$ cat src/rtl/axi_lite_addr_demux.sv
// One AXI4-Lite master fanned out to NUM_SLAVES slaves by address.
// Read and write paths are independent; unmapped accesses get a DECERR and bump dec_err_cnt.
module axi_lite_addr_demux #(
  parameter int AW         = 32,
  parameter int DW         = 32,
  parameter int NUM_SLAVES = 8,
  parameter logic [NUM_SLAVES*AW-1:0] BASE_ADDR = {
    32'h1000_0000, 32'h4006_0000, 32'h4005_0000, 32'h4004_0000,
    32'h4003_0000, 32'h4002_0000, 32'h4001_0000, 32'h4000_0000},
  parameter logic [NUM_SLAVES*AW-1:0] ADDR_MASK = {
    32'hF000_0000, {7{32'hFFFF_0000}}},
  parameter int ERR_CNT_W  = 16
) (
  input  logic                       ACLK,
  input  logic                       ARESET,
  input  logic [AW-1:0]              m_AWADDR,
  input  logic                       m_AWVALID,
  output logic                       m_AWREADY,
  input  logic [DW-1:0]              m_WDATA,
  input  logic [DW/8-1:0]            m_WSTRB,
  input  logic                       m_WVALID,
  output logic                       m_WREADY,
  output logic [1:0]                 m_BRESP,
  output logic                       m_BVALID,
  input  logic                       m_BREADY,
  input  logic [AW-1:0]              m_ARADDR,
  input  logic                       m_ARVALID,
  output logic                       m_ARREADY,
  output logic [DW-1:0]              m_RDATA,
  output logic [1:0]                 m_RRESP,
  output logic                       m_RVALID,
  input  logic                       m_RREADY,
  output logic [NUM_SLAVES*AW-1:0]   s_AWADDR,
  output logic [NUM_SLAVES-1:0]      s_AWVALID,
  input  logic [NUM_SLAVES-1:0]      s_AWREADY,
  output logic [NUM_SLAVES*DW-1:0]   s_WDATA,
  output logic [NUM_SLAVES*DW/8-1:0] s_WSTRB,
  output logic [NUM_SLAVES-1:0]      s_WVALID,
  input  logic [NUM_SLAVES-1:0]      s_WREADY,
  input  logic [NUM_SLAVES*2-1:0]    s_BRESP,
  input  logic [NUM_SLAVES-1:0]      s_BVALID,
  output logic [NUM_SLAVES-1:0]      s_BREADY,
  output logic [NUM_SLAVES*AW-1:0]   s_ARADDR,
  output logic [NUM_SLAVES-1:0]      s_ARVALID,
  input  logic [NUM_SLAVES-1:0]      s_ARREADY,
  input  logic [NUM_SLAVES*DW-1:0]   s_RDATA,
  input  logic [NUM_SLAVES*2-1:0]    s_RRESP,
  input  logic [NUM_SLAVES-1:0]      s_RVALID,
  output logic [NUM_SLAVES-1:0]      s_RREADY,
  output logic [ERR_CNT_W-1:0]       dec_err_cnt
);

  // Handshake rule on every channel: a transfer happens on a rising ACLK edge where
  // VALID and READY are both high; VALID and its payload stay stable until then.

  localparam int SEL_W = (NUM_SLAVES > 1) ? $clog2(NUM_SLAVES) : 1;
  localparam logic [1:0] RESP_DECERR = 2'b11;

  typedef enum logic [1:0] {WR_IDLE, WR_REQ, WR_RESP, WR_ERR} wr_state_e;
  typedef enum logic [1:0] {RD_IDLE, RD_REQ, RD_RESP, RD_ERR} rd_state_e;

  wr_state_e            wr_state_q, wr_state_d;
  rd_state_e            rd_state_q, rd_state_d;
  logic [SEL_W-1:0]     wr_sel_q, wr_sel_d, rd_sel_q, rd_sel_d;
  logic [AW-1:0]        wr_addr_q, wr_addr_d, rd_addr_q, rd_addr_d;
  logic                 aw_done_q, aw_done_d, w_done_q, w_done_d;
  logic [ERR_CNT_W-1:0] err_cnt_q, err_cnt_d;
  logic                 wr_err_inc, rd_err_inc;
  logic                 aw_hs, w_hs;
  logic [SEL_W:0]       aw_dec, ar_dec;
  logic [ERR_CNT_W:0]   err_sum;

  // Returns {hit, index}; scanning downwards lets the lowest matching index win.
  function automatic logic [SEL_W:0] decode(input logic [AW-1:0] addr);
    logic [SEL_W:0] res;
    res = '0;
    for (int i = NUM_SLAVES - 1; i >= 0; i--) begin
      if ((addr & ADDR_MASK[i*AW +: AW]) == BASE_ADDR[i*AW +: AW]) begin
        res = {1'b1, SEL_W'(i)};
      end
    end
    return res;
  endfunction

  assign aw_dec = decode(m_AWADDR);
  assign ar_dec = decode(m_ARADDR);

  assign s_AWADDR    = {NUM_SLAVES{wr_addr_q}};
  assign s_ARADDR    = {NUM_SLAVES{rd_addr_q}};
  assign s_WDATA     = {NUM_SLAVES{m_WDATA}};
  assign s_WSTRB     = {NUM_SLAVES{m_WSTRB}};
  assign dec_err_cnt = err_cnt_q;

  always_comb begin
    wr_state_d = wr_state_q;
    wr_sel_d   = wr_sel_q;
    wr_addr_d  = wr_addr_q;
    aw_done_d  = aw_done_q;
    w_done_d   = w_done_q;
    wr_err_inc = 1'b0;
    aw_hs      = 1'b0;
    w_hs       = 1'b0;
    case (wr_state_q)
      WR_IDLE: begin
        if (m_AWVALID) begin
          wr_addr_d  = m_AWADDR;
          wr_sel_d   = aw_dec[SEL_W] ? aw_dec[SEL_W-1:0] : '0;
          wr_state_d = aw_dec[SEL_W] ? WR_REQ : WR_ERR;
          aw_done_d  = 1'b0;
          w_done_d   = 1'b0;
        end
      end
      WR_REQ: begin
        aw_hs = !aw_done_q && s_AWREADY[wr_sel_q];
        w_hs  = !w_done_q && m_WVALID && s_WREADY[wr_sel_q];
        if (aw_hs) aw_done_d = 1'b1;
        if (w_hs)  w_done_d  = 1'b1;
        if ((aw_done_q || aw_hs) && (w_done_q || w_hs)) wr_state_d = WR_RESP;
      end
      WR_RESP: begin
        if (s_BVALID[wr_sel_q] && m_BREADY) wr_state_d = WR_IDLE;
      end
      WR_ERR: begin
        // The single W beat of an unmapped write is swallowed before B is offered.
        if (!w_done_q) begin
          if (m_WVALID) w_done_d = 1'b1;
        end else if (m_BREADY) begin
          wr_state_d = WR_IDLE;
          wr_err_inc = 1'b1;
        end
      end
      default: wr_state_d = WR_IDLE;
    endcase
  end

  always_comb begin
    rd_state_d = rd_state_q;
    rd_sel_d   = rd_sel_q;
    rd_addr_d  = rd_addr_q;
    rd_err_inc = 1'b0;
    case (rd_state_q)
      RD_IDLE: begin
        if (m_ARVALID) begin
          rd_addr_d  = m_ARADDR;
          rd_sel_d   = ar_dec[SEL_W] ? ar_dec[SEL_W-1:0] : '0;
          rd_state_d = ar_dec[SEL_W] ? RD_REQ : RD_ERR;
        end
      end
      RD_REQ:  if (s_ARREADY[rd_sel_q]) rd_state_d = RD_RESP;
      RD_RESP: if (s_RVALID[rd_sel_q] && m_RREADY) rd_state_d = RD_IDLE;
      RD_ERR: begin
        if (m_RREADY) begin
          rd_state_d = RD_IDLE;
          rd_err_inc = 1'b1;
        end
      end
      default: rd_state_d = RD_IDLE;
    endcase
  end

  // A read and a write DECERR can retire together; the extra carry bit detects saturation.
  always_comb begin
    err_sum   = {1'b0, err_cnt_q} + (ERR_CNT_W+1)'(wr_err_inc) + (ERR_CNT_W+1)'(rd_err_inc);
    err_cnt_d = err_sum[ERR_CNT_W] ? '1 : err_sum[ERR_CNT_W-1:0];
  end

  always_comb begin
    m_AWREADY = (wr_state_q == WR_IDLE) && !ARESET;
    m_ARREADY = (rd_state_q == RD_IDLE) && !ARESET;
    m_WREADY  = 1'b0;
    m_BVALID  = 1'b0;
    m_BRESP   = 2'b00;
    m_RVALID  = 1'b0;
    m_RDATA   = '0;
    m_RRESP   = 2'b00;
    s_AWVALID = '0;
    s_WVALID  = '0;
    s_BREADY  = '0;
    s_ARVALID = '0;
    s_RREADY  = '0;
    case (wr_state_q)
      WR_REQ: begin
        s_AWVALID[wr_sel_q] = !aw_done_q;
        s_WVALID[wr_sel_q]  = m_WVALID && !w_done_q;
        m_WREADY            = s_WREADY[wr_sel_q] && !w_done_q;
      end
      WR_RESP: begin
        m_BVALID           = s_BVALID[wr_sel_q];
        m_BRESP            = s_BRESP[wr_sel_q*2 +: 2];
        s_BREADY[wr_sel_q] = m_BREADY;
      end
      WR_ERR: begin
        m_WREADY = !w_done_q;
        m_BVALID = w_done_q;
        m_BRESP  = RESP_DECERR;
      end
      default: ;
    endcase
    case (rd_state_q)
      RD_REQ: s_ARVALID[rd_sel_q] = 1'b1;
      RD_RESP: begin
        m_RVALID           = s_RVALID[rd_sel_q];
        m_RDATA            = s_RDATA[rd_sel_q*DW +: DW];
        m_RRESP            = s_RRESP[rd_sel_q*2 +: 2];
        s_RREADY[rd_sel_q] = m_RREADY;
      end
      RD_ERR: begin
        m_RVALID = 1'b1;
        m_RRESP  = RESP_DECERR;
      end
      default: ;
    endcase
  end

  always_ff @(posedge ACLK or posedge ARESET) begin
    if (ARESET) begin
      wr_state_q <= WR_IDLE;
      rd_state_q <= RD_IDLE;
      wr_sel_q   <= '0;
      rd_sel_q   <= '0;
      wr_addr_q  <= '0;
      rd_addr_q  <= '0;
      aw_done_q  <= 1'b0;
      w_done_q   <= 1'b0;
      err_cnt_q  <= '0;
    end else begin
      wr_state_q <= wr_state_d;
      rd_state_q <= rd_state_d;
      wr_sel_q   <= wr_sel_d;
      rd_sel_q   <= rd_sel_d;
      wr_addr_q  <= wr_addr_d;
      rd_addr_q  <= rd_addr_d;
      aw_done_q  <= aw_done_d;
      w_done_q   <= w_done_d;
      err_cnt_q  <= err_cnt_d;
    end
  end

endmodule
$ cat config.mk
export PLATFORM = sky130hd
export DESIGN_NAME = axi_lite_addr_demux
export DESIGN_NICKNAME = d
export VERILOG_FILES = /design/src/rtl/axi_lite_addr_demux.sv
export SDC_FILE = /design/constraint.sdc
export NUM_CORES = 1
export LEC_CHECK = 0
export ABC_AREA = 1
export BUFFER_PORTS_ARGS = -buffer_cell sky130_fd_sc_hd__buf_4
export CORE_AREA = 4 4 513 515
export DETAILED_ROUTE_END_ITERATION = 12
export DIE_AREA = 0 0 517 519
export REMOVE_ABC_BUFFERS = 1
export SYNTH_ARGS = -nofsm -noshare
export SYNTH_HDL_FRONTEND = slang
export SYNTH_SLANG_ARGS = --single-unit
export TNS_END_PERCENT = 5
$ cat constraint.sdc
create_clock -name ACLK -period 3.2 [get_ports ACLK]
set_input_delay 0.48 -clock ACLK [delete_from_list [all_inputs] [get_ports ACLK]]
set_output_delay 0.48 -clock ACLK [all_outputs]
set_load 0.02 [all_outputs]
* After elaboration in Yosys (flattened, before gate mapping) *
Index checks and enable logic that the tools add are counted.

operators by class
  multiplexer cells = 69
  reduce and logical (&&, ||, !) cells = 26
  bitwise logic cells = 4
  magnitude comparators = 4
  add/subtract/negate cells = 2
  shifts and indexed selects = 3
  equality and inequality tests = 33

operators with widths
  operator                number
  $shiftx A256 B9 Y32     1
  $eq A16 B15 Y1 const B  14
  $mux W4                 16
  $mux W8                 5
  $and A8 B8 Y8           4
  $mux W32                1
  $shiftx A16 B5 Y2       2
  $mux W2                 11
  $ne A2 B2 Y1 const B    11
  $add A16 B1 Y17         1
  $add A17 B1 Y17         1
  $mux W1                 17
  $mux W16                1
  $pmux W2 S4             2
  $bmux W1 S3             5
  $logic_and A1 B1 Y1     11
  $eq A2 B2 Y1 const B    4
  $eq A4 B1 Y1 const B    2
  $lt A3 B4 Y1 const B    2
  $pmux W1 S2             4
  $pmux W2 S2             2
  $demux W1 S3            2
  $ge A3 B1 Y1 const B    2
  $mux W3                 2
  other kinds (11)        18

word-level totals
  bits of input ports = 435
  logic and storage cells = 150
  register bits = 92

* Logic depth before layout (Yosys ltp) *
Gate-level depths: netlist of the first run.

  word-level depth = 12
  gate-level depth with buffers = 14
  gate-level depth less buffers = 12

* Least setup slack after synthesis of the first run *
No wires, ideal clock.

  path type = input port to flip-flop
  start point = input port m_BREADY
  end point = register err_cnt_q[10] (netlist: dec_err_cnt[10])
  data required time = 3.134 ns
  arrival time = 2.008 ns
  library setup time = 0.066 ns
  slack = 1.126 ns
  stages = 13
  cell sequence = inv_1 nor3_1 fa_1 ha_1 nand2_2 nor2_4 nand4_2 nor2_2 nand3_2 inv_2 nand2_4 buf_6 nand3_2

between the ends
  longest elaborated chain between the ends = 6

ends and longest elaborated chain
  element                  line  source
  start: declaration       25    input logic m_BREADY,
  $mux W1                  127   end else if (m_BREADY) begin
  $mux W1                  125   if (!w_done_q) begin
  $mux W1                  103   case (wr_state_q)
  $add A16 B1 Y17          163   err_sum = {1'b0, err_cnt_q} + (ERR_CNT_W+1)'(wr_err_inc) + (ERR_CNT_W+1)'(rd_err_inc);
  $add A17 B1 Y17          163
  $mux W16                 164   err_cnt_d = err_sum[ERR_CNT_W] ? '1 : err_sum[ERR_CNT_W-1:0];
  named net err_cnt_d[10]  67    logic [ERR_CNT_W-1:0] err_cnt_q, err_cnt_d;
  end signal: assignment   235   err_cnt_q <= err_cnt_d;
  end: declaration         67

The timed path passes the listed nets, and every way through them passes these cells.
A chain may end at the register's enable or synchronous reset.

* Final worst setup path of the first run *
  start point = register rd_sel_q[0]
  end point = output port m_RDATA[2]

between the ends
  longest elaborated chain between the ends = 2

ends and longest elaborated chain
  element                   line  source
  start: declaration        64    logic [SEL_W-1:0] wr_sel_q, wr_sel_d, rd_sel_q, rd_sel_d;
  start signal: assignment  230   rd_sel_q <= rd_sel_d;
  $shiftx A256 B9 Y32       203   m_RDATA = s_RDATA[rd_sel_q*DW +: DW];
  $mux W32                  199   case (rd_state_q)
  end: declaration          29    output logic [DW-1:0] m_RDATA,

No other way between the ends.

==> impl_metrics.py, run 1 <==
metrics = {
    "clock_tree": {
        "clockRootBuffer": "clkbuf_16",
        "cts_tree": "yes",
        "clk-insertion-delay-late_ns": 0.45,
        "post_cts_buffers": 0,
        "cts_buffers": 9,
        "clock_path_buffers": 2,
        "clock-sinks": 92,
        "postCtsHoldBufs": 0,
        "cts_max_level": 3,
        "clk_pin_slew_ns": 0.09,
    },
    "floorplanning": {
        "pin_count": 1332,
        "core_area_mm2": 0.259,
        "start_util_pct": 4.81,
        "design.die.area_mm2": 0.268,
        "die_w_um": 517,
        "rows": 187,
        "die_y_um": 519,
    },
    "grt": {
        "grt_pass1_vias": 12700,
        "grt_start_max_net_pins": 57,
        "grt_usage_pct": 9.03,
        "grt_pass1_wl_um": 152000,
        "grt.overflow.total": 0,
        "antenna_found_initial": 52,
    },
    "power_and_ir_drop": {
        "ir_drop_mv": 0.513,
        "p_per_area_mw_per_mm2": 1000,
        "p_leak_nw": 8.84,
        "power_mw": 19.6,
    },
    "sta": {
        "hold_slack_ns": 0.112,
        "fin_crit_ns": 3.05,
        "hold_violations": 0,
        "rsz0062_at_grt": "true",
        "finalSetupViolations": 0,
        "min_period_over_period_pct": 95.4,
        "finalSetupTns_ns": 0,
        "finalWorstSetupSlack_ns": 0.147,
        "clock_skew_ns": 0.0181,
        "maxSlewViolCount": 0,
        "tightestPinTransition_ns": 1.24,
        "slew_headroom_pct": 17.6,
        "max_freq_mhz": 328,
    },
    "yosys": {
        "ys_ff_latch": 92,
        "synth_warnings": 0,
        "synth_top_area_share_pct": 45.5,
        "syn_avg_cell_area_um2": 6.74,
        "synth_edf_count": 0,
        "synth_top_flop_cell": "dfrtp_1",
        "synth.area.top_cells": "buf_4 45%, dfrtp_1 18%, nand2_1 15%",
        "synth_top_area_cell": "buf_4",
        "synth.most_common_cell": "buf_4",
        "async_reset_ff_share_pct": 100,
        "synth_area_mm2": 0.0124,
        "synth.yosys.seq_area_share_pct": 18.5,
        "synthCells": 1848,
        "ys_top_cells_by_count": "754 x buf_4, 499 x nand2_1, 118 x nor2_1",
        "ys_types": 42,
    },
    "worst_setup_path": {
        "crit_start": "rd_sel_q[0]$_DFFE_PP0P_",
        "crit_path_start_kind": "register",
        "critPathMaxFanout": 23,
        "worstPathRequired_ns": 2.72,
        "cp.arrival_ns": 2.57,
        "criticalPathCategory": "reg -> out",
        "r2r-start": "wr_state_q[1]$_DFFE_PP0P_",
        "end_kind": "output port",
    },
    "place": {
        "port_buffers": 1007,
        "numPlacedInstances": 5519,
        "placed_area_mm2": 0.0189,
        "gp_congestion": 0.872,
        "hpwl_um": 115000,
        "pre_cts_slack_ns": -0.314,
    },
    "layout": {
        "final_area_mm2": 0.0195,
        "post-route-util_pct": 7.54,
        "syn2layout_area_growth_pct": 56.7,
        "fin_nets": 2565,
        "drive_gt1_share_pct": 53.4,
        "instances_no_fill": 5563,
    },
    "route": {
        "ant_nets": 0,
        "dr.pass1.iters": 5,
        "routedWlPerCell_um": 23.2,
        "drtIter0Drc": 825,
        "totalWireLength_um": 129000,
        "vias": 13100,
        "route.detailed.drc": 0,
        "via_per_inst": 2.36,
    },
    "run": {
        "drv_cap": 0,
    },
    "hold_path": {
        "worst_hold_path_type": "in -> async",
    },
    "status": {
        "status": "completed",
    },
}
timing repair:
| item | CTS | global route |
|---|---|---|
| pin swaps | 2 | 1 |
| resized for setup | 44 | 5 |
| endpoints found under the setup margin | 28 | 10 |
area by class of cell:
cell class | instances | area, um2
sequential | 92 | 2310
multi-input combinational | 880 | 4150
fill | 30600 | 239000
tap | 3402 | 4260
antenna | 28 | 70.1
clock buffer | 10 | 239
clock inverter | 6 | 80.1
inverter | 89 | 378
timing repair buffer | 1056 | 8030
worst paths after layout:
kind	endpoint	slack, ns	cells after the start
setup / recovery	m_RDATA[2]	0.15	9
hold / removal	wr_addr_q[16]$_DFFE_PP0P_	0.11	2
setup reg to reg	dec_err_cnt[8]$_DFF_PP0_	0.74	13
hold reg to reg	aw_done_q$_DFFE_PP0P_	0.52	1
max in group asynchronous	dec_err_cnt[13]$_DFF_PP0_	2.27	3
min in group ACLK	wr_addr_q[11]$_DFFE_PP0P_	0.22	3
layout by cell type (no fill, tap or decap), drive strengths merged:
cell type / instances
o21ai: 37
o22ai: 3
clkbuf: 10
xor2: 1
a21oi: 33
a31oi: 15
xnor2: 3
clkinv: 3
and3: 4
a22o: 11
or2: 4
fa: 1
dfrtp: 92
nand4: 32
nor2: 123
diode: 28
nor4: 1
nand3: 63
nand3b: 1
o211ai: 1
nor3: 11
buf: 1056
a41oi: 5
inv: 89
o21bai: 1
a22oi: 21
ha: 1
o221ai: 1
nand2: 507
bufinv: 2
clkinvlp: 1
worst max-delay path, cell delays in order (launching register included):
cell     delay [ns]
dfrtp_2        0.49
inv_4          0.12
nand3_2        0.13
inv_6          0.19
buf_12         0.20
nand2_1        0.10
nand3_2        0.18
nor2_1         0.11
a21oi_4        0.32
buf_4          0.22
state kept, by name (all words and copies together) (netlist names):
signal,cells
rd_state_q,2
wr_addr_q,32
aw_done_q,1
wr_sel_q,3
rd_sel_q,3
wr_state_q,2
dec_err_cnt,16
w_done_q,1
rd_addr_q,32
metal layers:
metal	GRT usage, %	wire (um)
met3	5.34	17800
met5	0.901	402
met4	3.60	4750
met1	10.3	50900
met2	13.6	55000
power breakdown:
part	internal, mW	switching (mW)
combinational	5.27	8.82
clock	0.644	0.728
sequential	1.58	2.56
cell families after synthesis:
kind of cell	count (synthesis)	synth area share (%)
xor+xnor	4	0.282
fa+ha+maj	2	0.261
buf+inv	876	49.7
simple gates	746	24.9
flops	92	18.5
compound gates	128	6.33
Power figures use the tool's default switching activity.
==> run 2, diff against run 1 <==
--- a/config.mk
+++ b/config.mk
@@ -7,9 +7,11 @@
 export LEC_CHECK = 0
 export ABC_AREA = 1
 export BUFFER_PORTS_ARGS = -buffer_cell sky130_fd_sc_hd__buf_4
-export CORE_AREA = 4 4 513 515
+export CAP_MARGIN = 15
+export CORE_AREA = 4 4 522 524
+export CTS_BUF_LIST = sky130_fd_sc_hd__clkbuf_8
 export DETAILED_ROUTE_END_ITERATION = 12
-export DIE_AREA = 0 0 517 519
+export DIE_AREA = 0 0 526 528
 export REMOVE_ABC_BUFFERS = 1
 export SYNTH_ARGS = -nofsm -noshare
 export SYNTH_HDL_FRONTEND = slang
==> impl_metrics.py, run 2 (synthesized netlist as in run 1, its figures left out) <==
metrics = {
    "worst_setup_path": {
        "reg2reg_depth": 13,
        "cp.arrival_ns": 2.54,
        "crit_family": "buffers and inverters",
        "cp_slowest_cell": "dfrtp_2",
        "reg2reg_to": "dec_err_cnt[8]$_DFF_PP0_",
        "end_kind": "output port",
        "criticalPathCategory": "reg -> out",
        "r2r-start": "wr_state_q[1]$_DFFE_PP0P_",
        "critPathMaxFanout": 15,
        "worstPathRequired_ns": 2.72,
        "crit_path_cell_trace": "inv_1 > nand3_1 > inv_4 > buf_4 > nand2_1 > nand4_1 > nor2_1 > a21oi_2 > buf_12",
        "worstSetupEndpoint": "m_RDATA[11]",
        "crit_path_start_kind": "register",
        "crit_start": "rd_sel_q[2]$_DFFE_PP0P_",
        "critPathBufInv": 4,
        "max_stage_delay_ns": 0.49,
        "path_depth": 9,
        "ff2ff_setup_slack_ns": 0.52,
    },
    "place": {
        "hpwl_um": 123000,
        "gp_congestion": 0.926,
        "placed_area_mm2": 0.0191,
        "port_buffers": 1007,
    },
    "grt": {
        "antenna_found_initial": 49,
        "grt_usage_pct": 9.34,
        "grt_pass1_wl_um": 163000,
        "grt.overflow.total": 0,
        "grt_start_max_net_pins": 48,
        "grt_pass1_vias": 13000,
    },
    "floorplanning": {
        "die_w_um": 526,
        "design.die.area_mm2": 0.278,
        "start_util_pct": 4.65,
        "die_y_um": 528,
        "rows": 190,
        "core_area_mm2": 0.267,
        "pin_count": 1332,
    },
    "layout": {
        "seqCellArea_mm2": 0.00231,
        "final_cell_mix": "1056 x buf_4, 495 x nand2_1, 116 x nor2_1",
        "n_fill_cell": 31700,
        "mostFrequentLayoutCell": "buf_4",
        "fin_nets": 2573,
        "syn2layout_area_growth_pct": 57.2,
        "drive_gt1_share_pct": 53.4,
        "final_area_mm2": 0.0196,
        "multi_input_area_mm2": 0.00406,
    },
    "route": {
        "totalWireLength_um": 137000,
        "ant_nets": 0,
        "vias": 13200,
        "met3_length_um": 18600,
        "drtIter0Drc": 825,
        "route.detailed.drc": 0,
        "route.met2.wl_um": 58100,
        "via_per_inst": 2.31,
        "dr.pass1.iters": 5,
        "routedWlPerCell_um": 23.9,
        "dr.max_layer_used": "met5",
        "met1Wirelength_um": 53000,
    },
    "sta": {
        "maxSlewViolCount": 0,
        "finalSetupTns_ns": 0,
        "clock_skew_ns": 0.0277,
        "finalSetupViolations": 0,
        "tightestPinTransition_ns": 1.13,
        "hold_violations": 0,
        "max_freq_mhz": 331,
        "fin_crit_ns": 3.02,
        "slew_headroom_pct": 24.8,
        "min_period_over_period_pct": 94.4,
        "rsz0062_at_grt": "true",
    },
    "status": {
        "status": "completed",
    },
    "clock_tree": {
        "cts_max_level": 3,
        "cts_buffers": 9,
        "clock_path_buffers": 2,
        "cts_tree": "yes",
        "clk_pin_slew_ns": 0.16,
        "clk-insertion-delay-late_ns": 0.51,
        "clockRootBuffer": "clkbuf_8",
        "clock-sinks": 92,
    },
    "hold_path": {
        "hold_depth": 3,
        "worst_hold_path_type": "in -> reg",
    },
    "power_and_ir_drop": {
        "power_mw": 19.5,
        "ir_drop_mv": 0.507,
        "p_leak_nw": 8.82,
        "p_per_area_mw_per_mm2": 998,
    },
    "run": {
        "drv_cap": 0,
    },
}
## run 2: cell type report
| cell class | count | area share, % |
|---|---|---|
| diodes | 40 | 0.512 |
| clock buffers | 9 | 0.633 |
| clock inverters | 7 | 0.384 |
| inverters | 89 | 2.02 |
| multi-input cells | 880 | 20.7 |
| flip-flops and latches | 92 | 11.8 |
| well taps | 3552 | 22.7 |
| repair buffers | 1064 | 41.2 |
## run 2: metal layers
| metal | global-route usage [%] | up-vias |
|---|---|---|
| li1 | - | 5662 |
| met1 | 10.5 | 6244 |
| met2 | 13.8 | 1148 |
| met3 | 5.61 | 151 |
| met4 | 4.49 | 12 |
| met5 | 0.883 | - |
## run 2: worst register-to-register path: stages, from the launching register on
cell     delay (ns)
dfrtp_1        0.46
nand2_1        0.13
nor3_1         0.31
buf_4          0.23
fa_1           0.23
ha_1           0.19
nand2_2        0.08
nor2_4         0.13
nand4_2        0.12
nor2_2         0.19
nand3_2        0.13
inv_2          0.10
nand2_4        0.14
o21ai_0        0.14
## run 2: metrics by stage
stage	hold slack (ns)	util, %	std cells	setup WS (ns)
final	0.141	7.32	5733	0.178
after global routing	0.0575	7.29	5706	-0.0623
after CTS	0.00383	7.27	5693	-0.0675
after detailed placement	0.468	7.13	5671	-0.00460
after global placement	0.463	7.13	5671	0.00288
after floorplan	0.474	-	1061	0.328
## run 2: power by group
part           leakage, nW  switching [mW]  internal, mW
combinational         7.57            9.05          5.27
sequential            1.15            2.64          1.58
clock               0.0988           0.685         0.309
## run 2: worst min path at each step
stage / endpoint / slack, ns / from
after global placement: rd_addr_q[1]$_DFFE_PP0P_ / 0.46 / rd_addr_q[1]$_DFFE_PP0P_
final: wr_addr_q[3]$_DFFE_PP0P_ / 0.14 / m_AWADDR[3]
after detailed placement: rd_addr_q[1]$_DFFE_PP0P_ / 0.47 / rd_addr_q[1]$_DFFE_PP0P_
after global routing: wr_addr_q[4]$_DFFE_PP0P_ / 0.06 / m_AWADDR[4]
after floorplan: aw_done_q$_DFFE_PP0P_ / 0.47 / aw_done_q$_DFFE_PP0P_
after CTS: wr_addr_q[3]$_DFFE_PP0P_ / 0.004 / m_AWADDR[3]
## run 2: repair_timing
action	CTS	global route
pin swaps	3	0
gates resized for setup	40	6
buffers inserted	5	0
hold endpoints to repair	16	0
endpoints found under the setup margin	33	12
hold buffers	1	0
